**src/rtl/loader_pkg.sv**
```systemverilog
// Shared types and widths for the instruction-memory loader.
// Optional checksum trailer is enabled by defining LOADER_CHECKSUM_EN.
package loader_pkg;

  localparam int unsigned BYTE_W = 8;
  localparam int unsigned INSN_W = 9;

  typedef enum logic [2:0] {
    IDLE,
    LEN_LO,
    LEN_HI,
    WORD_LO,
    WORD_HI,
    CSUM,
    DONE,
    ERR
  } state_e;

endpackage

```
**src/rtl/loader_word_pack.sv**
```systemverilog
// Word packer: latches the low byte of an instruction, validates the high byte
// and presents the assembled 9-bit word in the same cycle the high byte arrives.
module loader_word_pack
  import loader_pkg::*;
(
  input  logic              clk,
  input  logic              reset,
  input  logic [BYTE_W-1:0] byte_i,
  input  logic              lo_load_i,
  input  logic              hi_load_i,
  output logic [INSN_W-1:0] word_o,
  output logic              valid_o,
  output logic              fmt_err_o
);

  logic [BYTE_W-1:0] lo_q;
  logic              hi_bad;

  // NOTE: registers use non-blocking assignments so every flop samples pre-edge values.
  always_ff @(posedge clk or posedge reset) begin
    if (reset)          lo_q <= '0;
    else if (lo_load_i) lo_q <= byte_i;
  end

  assign hi_bad    = |byte_i[BYTE_W-1:1];
  assign fmt_err_o = hi_load_i & hi_bad;
  assign valid_o   = hi_load_i & ~hi_bad;
  assign word_o    = {byte_i[0], lo_q};

endmodule

```
**src/rtl/imem_loader.sv**
```systemverilog
// Instruction-memory loader: parses a length-prefixed byte stream, writes 9-bit
// words at ascending addresses and holds the core while loading (LOADER_CHECKSUM_EN adds an XOR trailer).
module imem_loader
  import loader_pkg::*;
#(
  parameter int unsigned D = 10,
  parameter int unsigned W = INSN_W
) (
  input  logic              clk,
  input  logic              reset,
  input  logic              start,
  input  logic [BYTE_W-1:0] in_data,
  input  logic              in_valid,
  output logic              in_ready,
  output logic              wr_en,
  output logic [D-1:0]      wr_addr,
  output logic [W-1:0]      wr_data,
  output logic              core_hold,
  output logic              load_done,
  output logic              load_err
);

  localparam int unsigned HI_W = D - BYTE_W;

`ifdef LOADER_CHECKSUM_EN
  localparam state_e END_S = CSUM;
`else
  localparam state_e END_S = DONE;
`endif

  state_e            state_q, state_d;
  logic [D-1:0]      len_q, len_d;
  logic [D-1:0]      wr_addr_q, wr_addr_d;
  logic              wr_en_q;
  logic [W-1:0]      wr_data_q;
  logic              xfer, can_start, last_wr, hi_overflow;
  logic              lo_load, hi_load, pack_valid, pack_err;
  logic [INSN_W-1:0] pack_word;
  logic [D-1:0]      hdr_len;

  assign can_start   = (state_q == IDLE) || (state_q == DONE) || (state_q == ERR);
  assign xfer        = in_valid & in_ready;
  assign hdr_len     = {in_data[HI_W-1:0], len_q[BYTE_W-1:0]};
  assign hi_overflow = |in_data[BYTE_W-1:HI_W];
  // The final write is in flight: stall the stream until the session closes.
  assign last_wr     = wr_en_q && ((wr_addr_q + D'(1)) == len_q);

  loader_word_pack u_pack (
    .clk      (clk),
    .reset    (reset),
    .byte_i   (in_data),
    .lo_load_i(lo_load),
    .hi_load_i(hi_load),
    .word_o   (pack_word),
    .valid_o  (pack_valid),
    .fmt_err_o(pack_err)
  );

  // NOTE: every combinational output gets a default first so no latch is inferred.
  always_comb begin
    in_ready = 1'b0;
    unique case (state_q)
      LEN_LO, LEN_HI, WORD_HI, CSUM: in_ready = 1'b1;
      WORD_LO:                       in_ready = !last_wr;
      default:                       in_ready = 1'b0;
    endcase
  end

`ifdef LOADER_CHECKSUM_EN
  logic [BYTE_W-1:0] csum_q;

  always_ff @(posedge clk or posedge reset) begin
    if (reset)                        csum_q <= '0;
    else if (can_start && start)      csum_q <= '0;
    else if (xfer && state_q != CSUM) csum_q <= csum_q ^ in_data;
  end
`endif

  always_comb begin
    state_d   = state_q;
    len_d     = len_q;
    wr_addr_d = wr_addr_q;
    lo_load   = 1'b0;
    hi_load   = 1'b0;
    if (wr_en_q) wr_addr_d = wr_addr_q + D'(1);

    unique case (state_q)
      IDLE, DONE, ERR: begin
        if (start) begin
          state_d   = LEN_LO;
          wr_addr_d = '0;
        end
      end
      LEN_LO: begin
        if (xfer) begin
          len_d[BYTE_W-1:0] = in_data;
          state_d           = LEN_HI;
        end
      end
      LEN_HI: begin
        if (xfer) begin
          if (hi_overflow) begin
            state_d = ERR;
          end else begin
            len_d   = hdr_len;
            state_d = (hdr_len == '0) ? END_S : WORD_LO;
          end
        end
      end
      WORD_LO: begin
        if (last_wr) begin
          state_d = END_S;
        end else if (xfer) begin
          lo_load = 1'b1;
          state_d = WORD_HI;
        end
      end
      WORD_HI: begin
        if (xfer) begin
          hi_load = 1'b1;
          state_d = pack_err ? ERR : WORD_LO;
        end
      end
      CSUM: begin
`ifdef LOADER_CHECKSUM_EN
        if (xfer) state_d = (in_data == csum_q) ? DONE : ERR;
`else
        state_d = IDLE;
`endif
      end
    endcase
  end

  always_ff @(posedge clk or posedge reset) begin
    if (reset) begin
      state_q   <= IDLE;
      len_q     <= '0;
      wr_addr_q <= '0;
      wr_en_q   <= 1'b0;
      wr_data_q <= '0;
    end else begin
      state_q   <= state_d;
      len_q     <= len_d;
      wr_addr_q <= wr_addr_d;
      wr_en_q   <= pack_valid;
      if (pack_valid) wr_data_q <= W'(pack_word);
    end
  end

  assign wr_en     = wr_en_q;
  assign wr_addr   = wr_addr_q;
  assign wr_data   = wr_data_q;
  assign core_hold = !((state_q == IDLE) || (state_q == DONE));
  assign load_done = (state_q == DONE);
  assign load_err  = (state_q == ERR);

endmodule

```
**config.mk**
```make
export PLATFORM = sky130hd
export DESIGN_NAME = imem_loader
export DESIGN_NICKNAME = d
export VERILOG_FILES = /design/src/rtl/loader_pkg.sv /design/src/rtl/loader_word_pack.sv /design/src/rtl/imem_loader.sv
export SDC_FILE = /design/constraint.sdc
export NUM_CORES = 1
export LEC_CHECK = 0
export CAP_MARGIN = 0
export CORE_ASPECT_RATIO = 0.9
export CORE_MARGIN = 3
export CORE_UTILIZATION = 45
export CTS_BUF_LIST = sky130_fd_sc_hd__clkbuf_2 sky130_fd_sc_hd__clkbuf_4 sky130_fd_sc_hd__clkbuf_8
export CTS_CLUSTER_DIAMETER = 50
export CTS_CLUSTER_SIZE = 30
export DETAILED_ROUTE_END_ITERATION = 6
export GPL_TIMING_DRIVEN = 0
export PLACE_DENSITY_LB_ADDON = 0.3
export SLEW_MARGIN = 30
export SYNTH_ARGS = -nofsm -noshare
export SYNTH_HDL_FRONTEND = slang
export SYNTH_SLANG_ARGS = --single-unit
```
**constraint.sdc**
```tcl
create_clock -name clk -period 8 [get_ports clk]
set_input_delay 1.6 -clock clk [delete_from_list [all_inputs] [get_ports clk]]
set_output_delay 1.6 -clock clk [all_outputs]
set_load 0.005 [all_outputs]
```
==> results.toml, run 1 <==
[run_status]
outcome = "finished, final reports clean"

[yosys]
synth.ff_latch_count = 41
ys_dominant_reg_cell = "dfrtp_1"
synth.net_count = 248
ys_top_cells_by_count = "dfrtp_1 (41), mux2_2 (23), nor2_1 (23)"
synthArstFlopShare_pct = 100
yosys_warnings = 0
synthesis.instances = 233
synth_area_mm2 = 0.00237
synthesized_area_per_cell_um2 = 10.2
netlist-cell-type-count = 52
yosys.area.top_type_share_pct = 43.3
post-synth-top-area-cell = "dfrtp_1"
synth.top_cells.by_area = "dfrtp_1 (43%), mux2_2 (11%), nor2_1 (3.6%), xor2_1 (3.3%), xnor2_1 (3.0%)"
most_frequent_cell_after_synthesis = "dfrtp_1"
seq_area_frac_synth_pct = 43.3
edff_count_synth = 0

[place]
preCtsSetupSlack_ps = 3590
detailedPlacementHpwl_um = 3730
placedInstanceArea_mm2 = 0.00282
gp_congestion = 0.861
io_buffers = 34

[global_routing]
groute.layer.met2.usage_pct = 27.5
pin_count_of_the_biggest_net_entering_global_routing = 32
groute.usage.overall_pct = 17.6
gr-usage-met3_pct = 3.35
grt_pass1_wl_um = 8420
globalRoute.busiestLayer = "met2"
antenna_found_initial = 0
grt_pass1_vias = 1770
use_met1_pct = 24.8
grt_overflow = 0

[drt]
routed_length_per_instance_um = 14.5
routed_wirelength_um = 4920
detailedRoute.firstPassIterationCount = 5
viasPerCell = 5.50
antenna_violating_nets_post_route = 0
total_via_count_after_detailed_routing = 1870
drt_drc_violations_left = 0
drt_iter0_markers = 79

[clock_tree]
ctsLongestPathBuffers = 2
cts.repair_timing.setup_buffer_count = 0
htree_levels = 2
cts_hold_buf = 0
cts_num_sinks = 41
ctsResizeCount = 0
cts_root_buf = "clkbuf_8"
path_clk_slew_ps = 80
clk_latency_ps = 290
cts_buffers = 5
tritoncts = "done"

[min_path]
hold_path_class = "reg -> reg"
whs_path_depth = 1
worst_hold_path.endpoint = "u_pack.lo_q[0]"
worst_hold_startpoint = "u_pack.lo_q[0]"

[die]
row_count = 24
floorplan.io_pins = 36
die-area_mm2 = 0.00617
core_area_mm2 = 0.00495
initial_util_pct = 47.8
die_height_um = 74.8
fp.dieW_um = 82.5

[sta]
fin_ws_ps = 3260
layout_worst_path_cycle_share_pct = 59.3
total_count_of_hold_check_failures_in_the_final_report = 0
report.final.slew_viol_count = 0
period_needed_ps = 4740
rsz_0062_raised_after_global_routing = "false"
slew-limit-headroom_pct = 47.5
worst_clock_skew_ps = 5.06
max_slew.worst_pin.slew_ps = 783
max_clock_freq_mhz = 211
final_number_of_setup_violating_endpoints = 0
final.setup.tns_ps = 0

[setup_path]
timing_worst_setup_path_type = "reg -> out"
critical_path.endpoint_type = "output port"
worst-path-max-fanout = 8
cp_data_required_time_ps = 6400
timing.rr.end = "u_pack.lo_q[6]"
worstPathArrival_ps = 3140
reg2reg_slack_ps = 5130
r2r.worst_path.cells = 8
timing.critical_path.from_type = "flip-flop"
timing.rr.start = "wr_addr[0]"

[finish]
finalNetCount = 290
antenna_cells_inserted = 0
post_route_cells_drive_above_1_share_pct = 15.3
stdcell_area_mm2 = 0.00291
area_growth_syn_to_fin_pct = 22.7

[pwr]
power_per_cell_area_mw_per_mm2 = 243
power.total_uw = 707
leakage_nw = 1.22
peak_ir_drop_on_the_vdd_network_v = 0.000115

[run]
drv_cap = 0
## power breakdown
| group | switching (mW) | leakage (nW) | internal, mW |
|---|---|---|---|
| Sequential | 0.0379 | 0.536 | 0.255 |
| Clock | 0.0708 | 0.0433 | 0.0682 |
| Combinational | 0.134 | 0.639 | 0.141 |
## cells in the final DEF (no fill, tap or decap), types with 2 or more instances in the layout
master           synthesis  final
nor4_1                   4      4
inv_1                    3      2
or3_1                    4      4
and3_1                   3      3
nand2_1                 16     16
buf_2                    2      2
o22ai_1                  2      2
o21ai_0                  8      8
a22o_1                   2      2
a311oi_1                 2      2
clkdlybuf4s50_1          0     34
xor2_1                   9      9
mux2_1                   2      2
xnor2_1                  8      8
nor3_1                   7      7
ha_1                     3      3
clkbuf_8                 0      6
nor2_1                  23     23
mux2i_1                  4      4
o21a_1                   3      3
mux2_2                  23     23
nor3b_1                  3      2
nand4_1                  2      2
a21oi_1                  4      4
and2_1                   3      3
nand3_1                  9      9
nor2b_1                  3      3
and4_1                   2      2
dfrtp_1                 41     41
clkbuf_1                10     10
nand2b_1                 5      5
## final cells by class
class	instances	area, µm²
fill	434	2050
clock buffer	6	82.6
tap	65	81.3
timing repair buffer	35	360
multi-input combinational	176	1280
sequential	41	1030
buffer	13	55.1
clock inverter	1	7.51
inverter	3	11.3
## logic make-up after synthesis
kind of cell	count (synthesis)	share of synthesized area [%]
buffers and inverters	16	2.80
muxes	30	14.2
xor gates and xnor gates	18	7.23
and+or+nand+nor	92	20.9
AOI/OAI and AO/OA	33	10.0
DFF	41	43.3
adders and majority gates	3	1.58
## critical path, cell delays in order (launching register included)
cell,delay (ps)
dfrtp_1,490
ha_1,190
clkbuf_1,290
and2_1,260
nand3_2,110
mux2_4,320
or3_4,420
a31o_2,240
inv_1,50
clkdlybuf4s50_1,480
## worst max-delay path by stage
| stage | start | endpoint | slack, ps | depth (start not counted) |
|---|---|---|---|---|
| global route | wr_addr[0] | in_ready | 3110 | 9 |
| floorplan | wr_addr[0] | in_ready | 4300 | 8 |
| CTS | wr_addr[0] | in_ready | 3260 | 9 |
| global placement | wr_addr[0] | in_ready | 3600 | 9 |
| detailed placement | wr_addr[0] | in_ready | 3590 | 9 |
| finish | wr_addr[0] | in_ready | 3260 | 9 |
## flip-flops by register name (all words and copies together) (netlist names)
| signal | count |
|---|---|
| wr_data | 9 |
| len_q | 10 |
| u_pack.lo_q | 8 |
| wr_addr | 10 |
| wr_en | 1 |
| state_q | 3 |
## metrics by stage
stage | util [%] | hold slack (ps) | std cells
after global routing | 58.7 | 523 | 340
final | 58.7 | 502 | 340
after detailed placement | 56.8 | 483 | 333
after global placement | 56.3 | 468 | 332
after floorplan | - | 452 | 233
after CTS | 58.7 | 504 | 340
## layer usage
metal	share of wire (%)	wire [µm]	vias up
li1	-	-	916
met3	3.7	183	7
met5	0	0	-
met2	46	2250	42
met1	49	2420	905
met4	1.3	65	0
Power figures use the tool's default switching activity.
==> run 2: changes to the inputs <==
- clock period: 8 -> 4.29 ns (I/O delays scaled with it)
==> results of run 2 <==
Same layout as run 1 (identical final DEF). Status: finished, final reports clean.
Among the figures that moved: setup slack after placement 3590 ps -> 622 ps; setup slack after layout 3260 ps -> 290 ps; register-to-register setup slack 5130 ps -> 1420 ps; total power 0.707 mW -> 1.32 mW; worst IR drop on VDD 0.000115 V -> 0.000214 V
